`src/rtl/response_uart_tx.sv`:
```
// Response byte FIFO feeding an 8N1 UART transmitter.
// Code/data bytes from the response handler are queued and sent back to back.
module response_uart_tx #(
    parameter int CLOCKS_PER_BIT = 5208,
    parameter int FIFO_DEPTH     = 4
) (
    input  logic       clock,
    input  logic       reset_n,
    input  logic       response_ready,
    input  logic [7:0] response,
    output logic       tx,
    output logic       busy,
    output logic       fifo_full,
    output logic       overflow
);

    localparam int AW = $clog2(FIFO_DEPTH);
    localparam int BW = (CLOCKS_PER_BIT > 2) ? $clog2(CLOCKS_PER_BIT) : 1;
    localparam logic [AW:0]   FULL_COUNT = (AW + 1)'(FIFO_DEPTH);
    localparam logic [BW-1:0] BAUD_LAST  = BW'(CLOCKS_PER_BIT - 1);

    typedef enum logic [1:0] {IDLE, START, DATA, STOP} state_t;

    state_t        state_q, state_d;
    logic [AW-1:0] rd_ptr_q, rd_ptr_d;
    logic [AW-1:0] wr_ptr_q, wr_ptr_d;
    logic [AW:0]   count_q, count_d;
    logic [BW-1:0] baud_q, baud_d;
    logic [2:0]    bit_q, bit_d;
    logic [7:0]    shift_q, shift_d;
    logic          tx_q, tx_d;
    logic          busy_q, busy_d;
    logic          full_q, full_d;
    logic          overflow_q, overflow_d;
    logic          push, pop, baud_end;

    logic [7:0]    mem_q [FIFO_DEPTH];

    // Storage has no reset; validity is tracked entirely by the pointers/count.
    always_ff @(posedge clock) begin
        if (push) begin
            mem_q[wr_ptr_q] <= response;
        end
    end

    always_comb begin
        push       = response_ready && (count_q != FULL_COUNT);
        overflow_d = response_ready && (count_q == FULL_COUNT);
        baud_end   = (baud_q == BAUD_LAST);

        state_d = state_q;
        baud_d  = baud_end ? '0 : baud_q + BW'(1);
        bit_d   = bit_q;
        shift_d = shift_q;
        pop     = 1'b0;

        case (state_q)
            IDLE: begin
                baud_d = '0;
                if (count_q != '0) begin
                    pop     = 1'b1;
                    shift_d = mem_q[rd_ptr_q];
                    state_d = START;
                end
            end
            START: begin
                if (baud_end) begin
                    state_d = DATA;
                    bit_d   = 3'd0;
                end
            end
            DATA: begin
                if (baud_end) begin
                    if (bit_q == 3'd7) begin
                        state_d = STOP;
                    end else begin
                        bit_d = bit_q + 3'd1;
                    end
                end
            end
            STOP: begin
                // Chain straight into the next start bit when more bytes wait.
                if (baud_end) begin
                    if (count_q != '0) begin
                        pop     = 1'b1;
                        shift_d = mem_q[rd_ptr_q];
                        state_d = START;
                    end else begin
                        state_d = IDLE;
                    end
                end
            end
            default: begin
                state_d = IDLE;
                baud_d  = '0;
            end
        endcase

        wr_ptr_d = push ? wr_ptr_q + AW'(1) : wr_ptr_q;
        rd_ptr_d = pop  ? rd_ptr_q + AW'(1) : rd_ptr_q;
        case ({push, pop})
            2'b10:   count_d = count_q + (AW + 1)'(1);
            2'b01:   count_d = count_q - (AW + 1)'(1);
            default: count_d = count_q;
        endcase

        full_d = (count_d == FULL_COUNT);
        busy_d = (state_d != IDLE) || (count_d != '0);

        // Line level is computed from the next state so tx is a clean flop output.
        case (state_d)
            START:   tx_d = 1'b0;
            DATA:    tx_d = shift_d[bit_d];
            default: tx_d = 1'b1;
        endcase
    end

    always_ff @(posedge clock or negedge reset_n) begin
        if (!reset_n) begin
            state_q    <= IDLE;
            rd_ptr_q   <= '0;
            wr_ptr_q   <= '0;
            count_q    <= '0;
            baud_q     <= '0;
            bit_q      <= '0;
            shift_q    <= '0;
            tx_q       <= 1'b1;
            busy_q     <= 1'b0;
            full_q     <= 1'b0;
            overflow_q <= 1'b0;
        end else begin
            state_q    <= state_d;
            rd_ptr_q   <= rd_ptr_d;
            wr_ptr_q   <= wr_ptr_d;
            count_q    <= count_d;
            baud_q     <= baud_d;
            bit_q      <= bit_d;
            shift_q    <= shift_d;
            tx_q       <= tx_d;
            busy_q     <= busy_d;
            full_q     <= full_d;
            overflow_q <= overflow_d;
        end
    end

    assign tx        = tx_q;
    assign busy      = busy_q;
    assign fifo_full = full_q;
    assign overflow  = overflow_q;

endmodule
```
`config.mk`:
```
export PLATFORM = sky130hd
export DESIGN_NAME = response_uart_tx
export DESIGN_NICKNAME = d
export VERILOG_FILES = /design/src/rtl/response_uart_tx.sv
export SDC_FILE = /design/constraint.sdc
export NUM_CORES = 1
export LEC_CHECK = 0
export ABC_AREA = 1
export CAP_MARGIN = 40
export CELL_PAD_IN_SITES_DETAIL_PLACEMENT = 0
export CELL_PAD_IN_SITES_GLOBAL_PLACEMENT = 1
export CORE_MARGIN = 1
export CORE_UTILIZATION = 40
export CTS_CLUSTER_SIZE = 14
export DETAILED_ROUTE_END_ITERATION = 12
export HOLD_SLACK_MARGIN = 0.06
export PLACE_DENSITY_LB_ADDON = 0.1
export RECOVER_POWER = 100
export SLEW_MARGIN = 20
export SYNTH_ARGS = -nofsm -noshare
export SYNTH_HDL_FRONTEND = slang
export SYNTH_SLANG_ARGS = --single-unit
```
`constraint.sdc`:
```
create_clock -name clock -period 3 [get_ports clock]
set_input_delay 0.6 -clock clock [delete_from_list [all_inputs] [get_ports clock]]
set_output_delay 0.6 -clock clock [all_outputs]
set_load 0.05 [all_outputs]
```
==> insert_results.sql, run 1 <==
INSERT INTO impl_metrics (metric_group, metric, value, unit) VALUES
('layout', 'nets', '384', ''),
('placed_design', 'placement.cell_area', '3590', 'um2'),
('yosys', 'netlist_area', '3290', 'um2'),
('sta', 'worst_clock_skew', '0.0141', 'ns'),
('route', 'drt_pre_antenna_iters', '4', ''),
('worst_setup_path', 'worstSetupEndpointType', 'register', ''),
('cts', 'worst_setup_hold_path_clk_slew', '0.08', 'ns'),
('cts', 'cts.sinks', '69', ''),
('die', 'initial_core_util', '41.9', '%'),
('route', 'drt_iter0_drc', '79', ''),
('hold_path', 'hold_path_class', 'in2async', ''),
('route', 'routed-via-count', '2215', ''),
('global_routing', 'vias_in_the_first_global_route', '2216', ''),
('yosys', 'syn_nets', '358', ''),
('worst_setup_path', 'critical_path.max_fanout', '7', ''),
('power', 'combinational_power_share', '14.2', '%'),
('sta', 'finalCriticalPeriod', '2.77', 'ns'),
('sta', 'max-slew-margin-rel', '31.4', '%'),
('cts', 'clk-insertion-delay-late', '0.34', 'ns'),
('yosys', 'synth_async_sr_flop_share', '53.6', '%'),
('worst_setup_path', 'worstSetupPathType', 'reg2reg', ''),
('die', 'overall_die_area', '8600', 'um2'),
('worst_setup_path', 'startpoint_type', 'register', ''),
('yosys', 'synth_fa_ha_area_share', '5.17', '%'),
('worst_setup_path', 'regToRegStartpoint', 'state_q[0]$_DFF_PN0_', ''),
('route', 'viasPerCell', '4.74', ''),
('worst_setup_path', 'setup.reg_to_reg.worst_slack', '0.23', 'ns'),
('placed_design', 'detailed_place_hpwl', '4.35', 'mm'),
('sta', 'max_freq', '362', 'MHz'),
('yosys', 'synth.area.top_cells', 'sky130_fd_sc_hd__edfxtp_1 29%, sky130_fd_sc_hd__dfrtp_1 27%, sky130_fd_sc_hd__nand2_1 7.0%', ''),
('power', 'power_density', '635', 'nW/um2'),
('route', 'wire_per_inst', '12.6', 'um'),
('yosys', 'unique_cell_type_count_in_the_yosys_netlist', '36', ''),
('yosys', 'yosys_warnings', '0', ''),
('sta', 'rsz_0062_raised_after_global_routing', 'false', ''),
('yosys', 'synth_top_family_by_area', 'simple AND/OR/NAND/NOR gates', ''),
('sta', 'hold_slack', '0.409', 'ns'),
('placed_design', 'gpl.final_weighted_congestion', '0.773', ''),
('global_routing', 'globalRouteTotalUtil', '15.9', '%'),
('yosys', 'post_synthesis_compound_gate_area_fraction', '7.22', '%'),
('cts', 'cts_made_buffers', '9', ''),
('worst_setup_path', 'worstPathRequired', '3.22', 'ns'),
('global_routing', 'use_met2', '25.6', '%'),
('sta', 'worst_pin_slew', '1.03', 'ns'),
('cts', 'htree_num_levels', '3', ''),
('worst_setup_path', 'r2r-end', 'busy$_DFF_PN0_', ''),
('layout', 'insertedDiodeCount', '0', ''),
('power', 'power_switching', '628', 'uW'),
('cts', 'tritoncts', 'done', ''),
('placed_design', 'io_buffers', '14', ''),
('yosys', 'yosysMostFrequentCell', 'sky130_fd_sc_hd__nand2_1', ''),
('outcome', 'status', 'finished, final reports clean', ''),
('die', 'floorplan.die.height', '92.7', 'um'),
('yosys', 'synth_top_cell_by_area', 'sky130_fd_sc_hd__edfxtp_1', ''),
('die', 'floorplan.rows', '32', ''),
('cts', 'clock_tree.buffer_depth', '2', ''),
('power', 'power_frac_seq', '48.8', '%'),
('power', 'net_switching_fraction_of_the_power', '26.2', '%'),
('yosys', 'synth_cells', '334', ''),
('yosys', 'post_synth_most_frequent_cells', '61 x sky130_fd_sc_hd__nand2_1, 46 x sky130_fd_sc_hd__nor2_1, 36 x sky130_fd_sc_hd__dfrtp_1', ''),
('worst_setup_path', 'critPathArrivalTime', '2.98', 'ns'),
('yosys', 'synth.mux.area_fraction', '0', '%'),
('global_routing', 'grt_pass1_wl', '10.4', 'mm'),
('layout', 'finish.utilization', '48.2', '%'),
('global_routing', 'gr-usage-met1', '21.0', '%'),
('sta', 'finalHoldViolations', '0', ''),
('yosys', 'ys_dominant_reg_cell', 'sky130_fd_sc_hd__dfrtp_1', ''),
('power', 'clockPowerShare', '37.0', '%'),
('die', 'die_x', '92.7', 'um'),
('cts', 'holdBufCountCts', '0', ''),
('route', 'antenna_left', '0', '');
## kinds of logic after synthesis
logic type,Yosys count
AND/OR/NAND/NOR,157
flip-flops,69
buffers and inverters,45
AO/OA/AOI/OAI,42
adder cells (fa/ha/maj),13
XOR/XNOR,8
## state kept, by name, indices dropped and copies added (netlist names)
register,flops
baud_q,13
bit_q,3
busy,1
count_q,3
fifo_full,1
mem_q,32
overflow,1
rd_ptr_q,2
shift_q,8
state_q,2
tx,1
wr_ptr_q,2
## worst max-delay path by stage
stage / start / endpoint / slack, ns
floorplan: state_q[0]$_DFF_PN0_ / busy$_DFF_PN0_ / 0.47
global placement: state_q[0]$_DFF_PN0_ / busy$_DFF_PN0_ / 0.27
global route: state_q[1]$_DFF_PN0_ / fifo_full$_DFF_PN0_ / 0.05
detailed placement: state_q[0]$_DFF_PN0_ / fifo_full$_DFF_PN0_ / 0.22
CTS: state_q[0]$_DFF_PN0_ / fifo_full$_DFF_PN0_ / 0.23
finish: state_q[0]$_DFF_PN0_ / busy$_DFF_PN0_ / 0.23
## cell usage in the layout, fill, tap and decap left out, types with 9 or more instances in the layout
master / count
sky130_fd_sc_hd__nor2_1: 46
sky130_fd_sc_hd__clkbuf_8: 9
sky130_fd_sc_hd__o21ai_0: 22
sky130_fd_sc_hd__nand3_1: 18
sky130_fd_sc_hd__edfxtp_1: 32
sky130_fd_sc_hd__inv_1: 27
sky130_fd_sc_hd__ha_1: 12
sky130_fd_sc_hd__dfrtp_1: 36
sky130_fd_sc_hd__inv_2: 12
sky130_fd_sc_hd__dlygate4sd3_1: 13
sky130_fd_sc_hd__nand2_1: 66
## layer usage
| metal | vias to the layer above | wire, um |
|---|---|---|
| li1 | 1158 | - |
| met5 | - | 0 |
| met4 | 0 | 55 |
| met1 | 1018 | 2940 |
| met2 | 33 | 2720 |
| met3 | 6 | 172 |
## power groups by stage
stage	sequential, mW	clock (mW)	combinational (mW)
floorplan	1.20	0	0.215
global placement	1.19	0	0.362
detailed placement	1.19	0	0.374
CTS	1.17	0.912	0.374
global route	1.18	0.952	0.388
finish	1.17	0.887	0.340
## area by class of cell
| type | count | area [um2] |
|---|---|---|
| Clock inverter | 3 | 46.3 |
| Tap cell | 102 | 128 |
| Timing Repair Buffer | 19 | 153 |
| Sequential cell | 69 | 1890 |
| Inverter | 41 | 159 |
| Multi-Input combinational cell | 220 | 1200 |
| Fill cell | 766 | 4070 |
| Clock buffer | 13 | 203 |
## critical path, stage by stage (launching register included)
cell and delay (ns):
sky130_fd_sc_hd__dfrtp_1 0.41, sky130_fd_sc_hd__inv_1 0.10, sky130_fd_sc_hd__ha_1 0.41, sky130_fd_sc_hd__nor3_4 0.36, sky130_fd_sc_hd__nand2_4 0.09, sky130_fd_sc_hd__clkinv_4 0.07, sky130_fd_sc_hd__ha_1 0.13, sky130_fd_sc_hd__inv_1 0.06
sky130_fd_sc_hd__fa_1 0.38, sky130_fd_sc_hd__a21oi_1 0.14, sky130_fd_sc_hd__o21ai_0 0.11, sky130_fd_sc_hd__xor2_1 0.17, sky130_fd_sc_hd__nor3_1 0.16, sky130_fd_sc_hd__nand2_1 0.07
## per-stage QoR
step	setup WS [ns]	total power, mW	std cells
floorplan	0.470	1.42	334
global placement	0.268	1.55	450
detailed placement	0.218	1.56	451
CTS	0.233	2.46	467
global route	0.0515	2.52	467
finish	0.235	2.40	467
Note: power is estimated with default switching activity, not from simulation.
==> inputs of run 2 (changes only) <==
--- a/config.mk
+++ b/config.mk
@@ -7,10 +7,10 @@
 export LEC_CHECK = 0
 export ABC_AREA = 1
 export CAP_MARGIN = 40
-export CELL_PAD_IN_SITES_DETAIL_PLACEMENT = 0
+export CELL_PAD_IN_SITES_DETAIL_PLACEMENT = 1
 export CELL_PAD_IN_SITES_GLOBAL_PLACEMENT = 1
 export CORE_MARGIN = 1
-export CORE_UTILIZATION = 40
+export CORE_UTILIZATION = 47
 export CTS_CLUSTER_SIZE = 14
 export DETAILED_ROUTE_END_ITERATION = 12
 export HOLD_SLACK_MARGIN = 0.06
==> constraint.sdc (replaced) <==
create_clock -name clock -period 3 [get_ports clock]
set_input_delay 0.9 -clock clock [delete_from_list [all_inputs] [get_ports clock]]
set_output_delay 0.9 -clock clock [all_outputs]
set_load 0.05 [all_outputs]
==> insert_results.sql, run 2 (synthesized netlist as in run 1, its figures left out) <==
INSERT INTO impl_metrics (metric_group, metric, value, unit) VALUES
('outcome', 'status', 'complete, but fails checks', ''),
('outcome', 'failed_checks', 'max-capacitance violations, max-slew violations', ''),
('cts', 'ctsResizeCount', '0', ''),
('power', 'peakVddDrop', '0.398', 'mV'),
('cts', 'clock_tree.buffer_depth', '2', ''),
('die', 'floorplan.rows', '30', ''),
('die', 'initial_core_util', '48.5', '%'),
('layout', 'insertedDiodeCount', '0', ''),
('route', 'detail_route.drc_violations', '0', ''),
('route', 'viasPerCell', '5.00', ''),
('cts', 'tritoncts', 'done', ''),
('placed_design', 'io_buffers', '14', ''),
('sta', 'rsz_0062_raised_after_global_routing', 'false', ''),
('worst_setup_path', 'sequence_of_cells_on_the_critical_path', 'inv_1 > ha_1 > nor3_4 > nand2_4 > clkinv_4 > ha_1 > inv_1 > fa_1 > a21oi_1 > o21ai_0 > xor2_1 > nor3b_1', ''),
('cts', 'cts.sinks', '69', ''),
('die', 'core_region', '6790', 'um2'),
('cts', 'cts_made_buffers', '9', ''),
('worst_setup_path', 'critical-path-slowest-cell', 'sky130_fd_sc_hd__dfrtp_1', ''),
('die', 'ioPinCount', '15', ''),
('sta', 'max_freq', '355', 'MHz'),
('hold_path', 'hold_path_class', 'in2async', ''),
('cts', 'cts_setup_buffers', '0', ''),
('sta', 'layout_worst_path_cycle_share', '93.8', '%'),
('layout', 'most_frequent_cells_in_the_layout', '67 x sky130_fd_sc_hd__nand2_1, 46 x sky130_fd_sc_hd__nor2_1, 36 x sky130_fd_sc_hd__dfrtp_1', ''),
('placed_design', 'placement.cell_area', '3570', 'um2'),
('placed_design', 'gpl.final_weighted_congestion', '0.797', ''),
('die', 'overall_die_area', '7340', 'um2'),
('cts', 'htree_num_levels', '3', ''),
('worst_setup_path', 'worstPathRequired', '3.27', 'ns'),
('sta', 'finalSetupTns', '0', 'ns'),
('layout', 'finalInstanceArea', '3710', 'um2'),
('cts', 'clk-insertion-delay-late', '0.35', 'ns'),
('layout', 'post_route_cells_drive_above_1_share', '11.2', '%'),
('layout', 'multi_input_comb_area', '1210', 'um2'),
('die', 'die_x', '85.7', 'um'),
('die', 'floorplan.die.height', '85.7', 'um'),
('layout', 'layout_commonest_cell', 'sky130_fd_sc_hd__nand2_1', ''),
('sta', 'max-slew-margin-rel', '-20.3', '%'),
('worst_setup_path', 'worstSetupPathType', 'reg2reg', ''),
('worst_setup_path', 'critical_path.n_buffers_inverters', '3', ''),
('worst_setup_path', 'worst_path_largest_cell_delay', '0.41', 'ns'),
('worst_setup_path', 'startpoint_type', 'register', ''),
('sta', 'worst_pin_slew', '1.80', 'ns'),
('sta', 'final-setup-viol-count', '0', ''),
('sta', 'finalHoldViolations', '0', ''),
('global_routing', 'grt_pass1_wl', '11.3', 'mm'),
('global_routing', 'grt_remaining_overflow', '0', ''),
('global_routing', 'grt_start_max_net_pins', '38', ''),
('worst_setup_path', 'critical-path-top-delay-family', 'adder cells', ''),
('cts', 'cts_root_buffer', 'sky130_fd_sc_hd__clkbuf_8', ''),
('layout', 'area_taken_by_flip_flops_and_latches', '1890', 'um2'),
('global_routing', 'globalRouteTotalUtil', '20.3', '%'),
('layout', 'largest_register', 'mem_q', ''),
('route', 'antenna_left', '0', ''),
('sta', 'final_max_slew_viol_count', '34', ''),
('cts', 'worst_setup_hold_path_clk_slew', '0.08', 'ns'),
('worst_setup_path', 'r2r-end', 'fifo_full$_DFF_PN0_', ''),
('layout', 'layout_top_registers', 'mem_q (32), baud_q (13), shift_q (8)', ''),
('route', 'drt_iter0_drc', '66', ''),
('worst_setup_path', 'critical_path.max_fanout', '7', ''),
('sta', 'finalCriticalPeriod', '2.81', 'ns'),
('placed_design', 'detailed_place_hpwl', '4.81', 'mm'),
('power', 'cellLeakagePower', '1.60', 'nW'),
('route', 'drt_pre_antenna_iters', '4', ''),
('global_routing', 'vias_in_the_first_global_route', '2515', ''),
('worst_setup_path', 'regToRegStartpoint', 'state_q[0]$_DFF_PN0_', ''),
('route', 'finalWirelength', '6.50', 'mm'),
('cts', 'holdBufCountCts', '0', ''),
('worst_setup_path', 'rr_worst_depth', '12', ''),
('layout', 'area_growth', '12.7', '%'),
('power', 'power_density', '600', 'nW/um2'),
('global_routing', 'number_of_antenna_violations_at_the_first_check_in_global_routing', '0', ''),
('sta', 'worst_clock_skew', '0.00903', 'ns'),
('worst_setup_path', 'worstSetupEndpointType', 'register', ''),
('route', 'routed-via-count', '2310', ''),
('route', 'wire_per_inst', '14.1', 'um'),
('worst_setup_path', 'critPathArrivalTime', '3.08', 'ns'),
('worst_setup_path', 'setup.reg_to_reg.worst_slack', '0.19', 'ns'),
('flow_run', 'max-cap-violations', '1', ''),
('layout', 'largest_reg_flops', '32', ''),
('layout', 'nets', '385', ''),
('layout', 'fill_cells', '776', '');
## run 2: changes by cell type in the layout (fill, tap and decap cells not counted), sizes merged
| cell | delta |
|---|---|
| bufinv | -1 |
| clkbuf | -3 |
| clkinv | +1 |
| clkinvlp | +2 |
| inv | +2 |
## run 2: cell type report
class | instances | area share (%)
Sequential cell | 69 | 50.9
Multi-Input combinational cell | 220 | 32.5
Inverter | 41 | 4.28
Timing Repair Buffer | 20 | 4.21
Clock buffer | 9 | 3.34
Tap cell | 96 | 3.24
Clock inverter | 7 | 1.55
## run 2: routing by layer
layer / up-vias / share of wire (%) / global-route usage (%)
li1: 1159 / - / -
met1: 1122 / 46 / 24.7
met2: 19 / 51 / 35.3
met3: 10 / 2.0 / 4.62
met4: 0 / 1.4 / 7.27
met5: - / 0 / 0
## run 2: worst max-delay path by stage
stage	endpoint	depth (start not counted)	startpoint
2_1_floorplan	busy$_DFF_PN0_	13	state_q[0]$_DFF_PN0_
3_3_place_gp	busy$_DFF_PN0_	10	response_ready
3_5_place_dp	busy$_DFF_PN0_	13	state_q[0]$_DFF_PN0_
4_1_cts	busy$_DFF_PN0_	13	state_q[0]$_DFF_PN0_
5_1_grt	fifo_full$_DFF_PN0_	12	state_q[0]$_DFF_PN0_
6_report	fifo_full$_DFF_PN0_	12	state_q[0]$_DFF_PN0_
## run 2: stage by stage
step           utilization, %  hold slack, ns  setup slack [ns]  power, mW  instances
6_report                 54.6           0.393             0.187       2.23        462
5_1_grt                  54.6           0.386            0.0458       2.34        462
2_1_floorplan               -           0.438             0.470       1.42        334
4_1_cts                  55.2           0.481             0.198       2.28        461
3_5_place_dp             52.5           0.461             0.207       1.58        445
3_3_place_gp             52.5           0.459             0.261       1.55        445
## run 2: power breakdown
part	internal (mW)	leakage [nW]	switching, mW	total, mW
combinational	0.110	0.770	0.247	0.357
clock	0.309	0.0829	0.388	0.697
sequential	1.13	0.750	0.0462	1.17
total	1.55	1.60	0.682	2.23
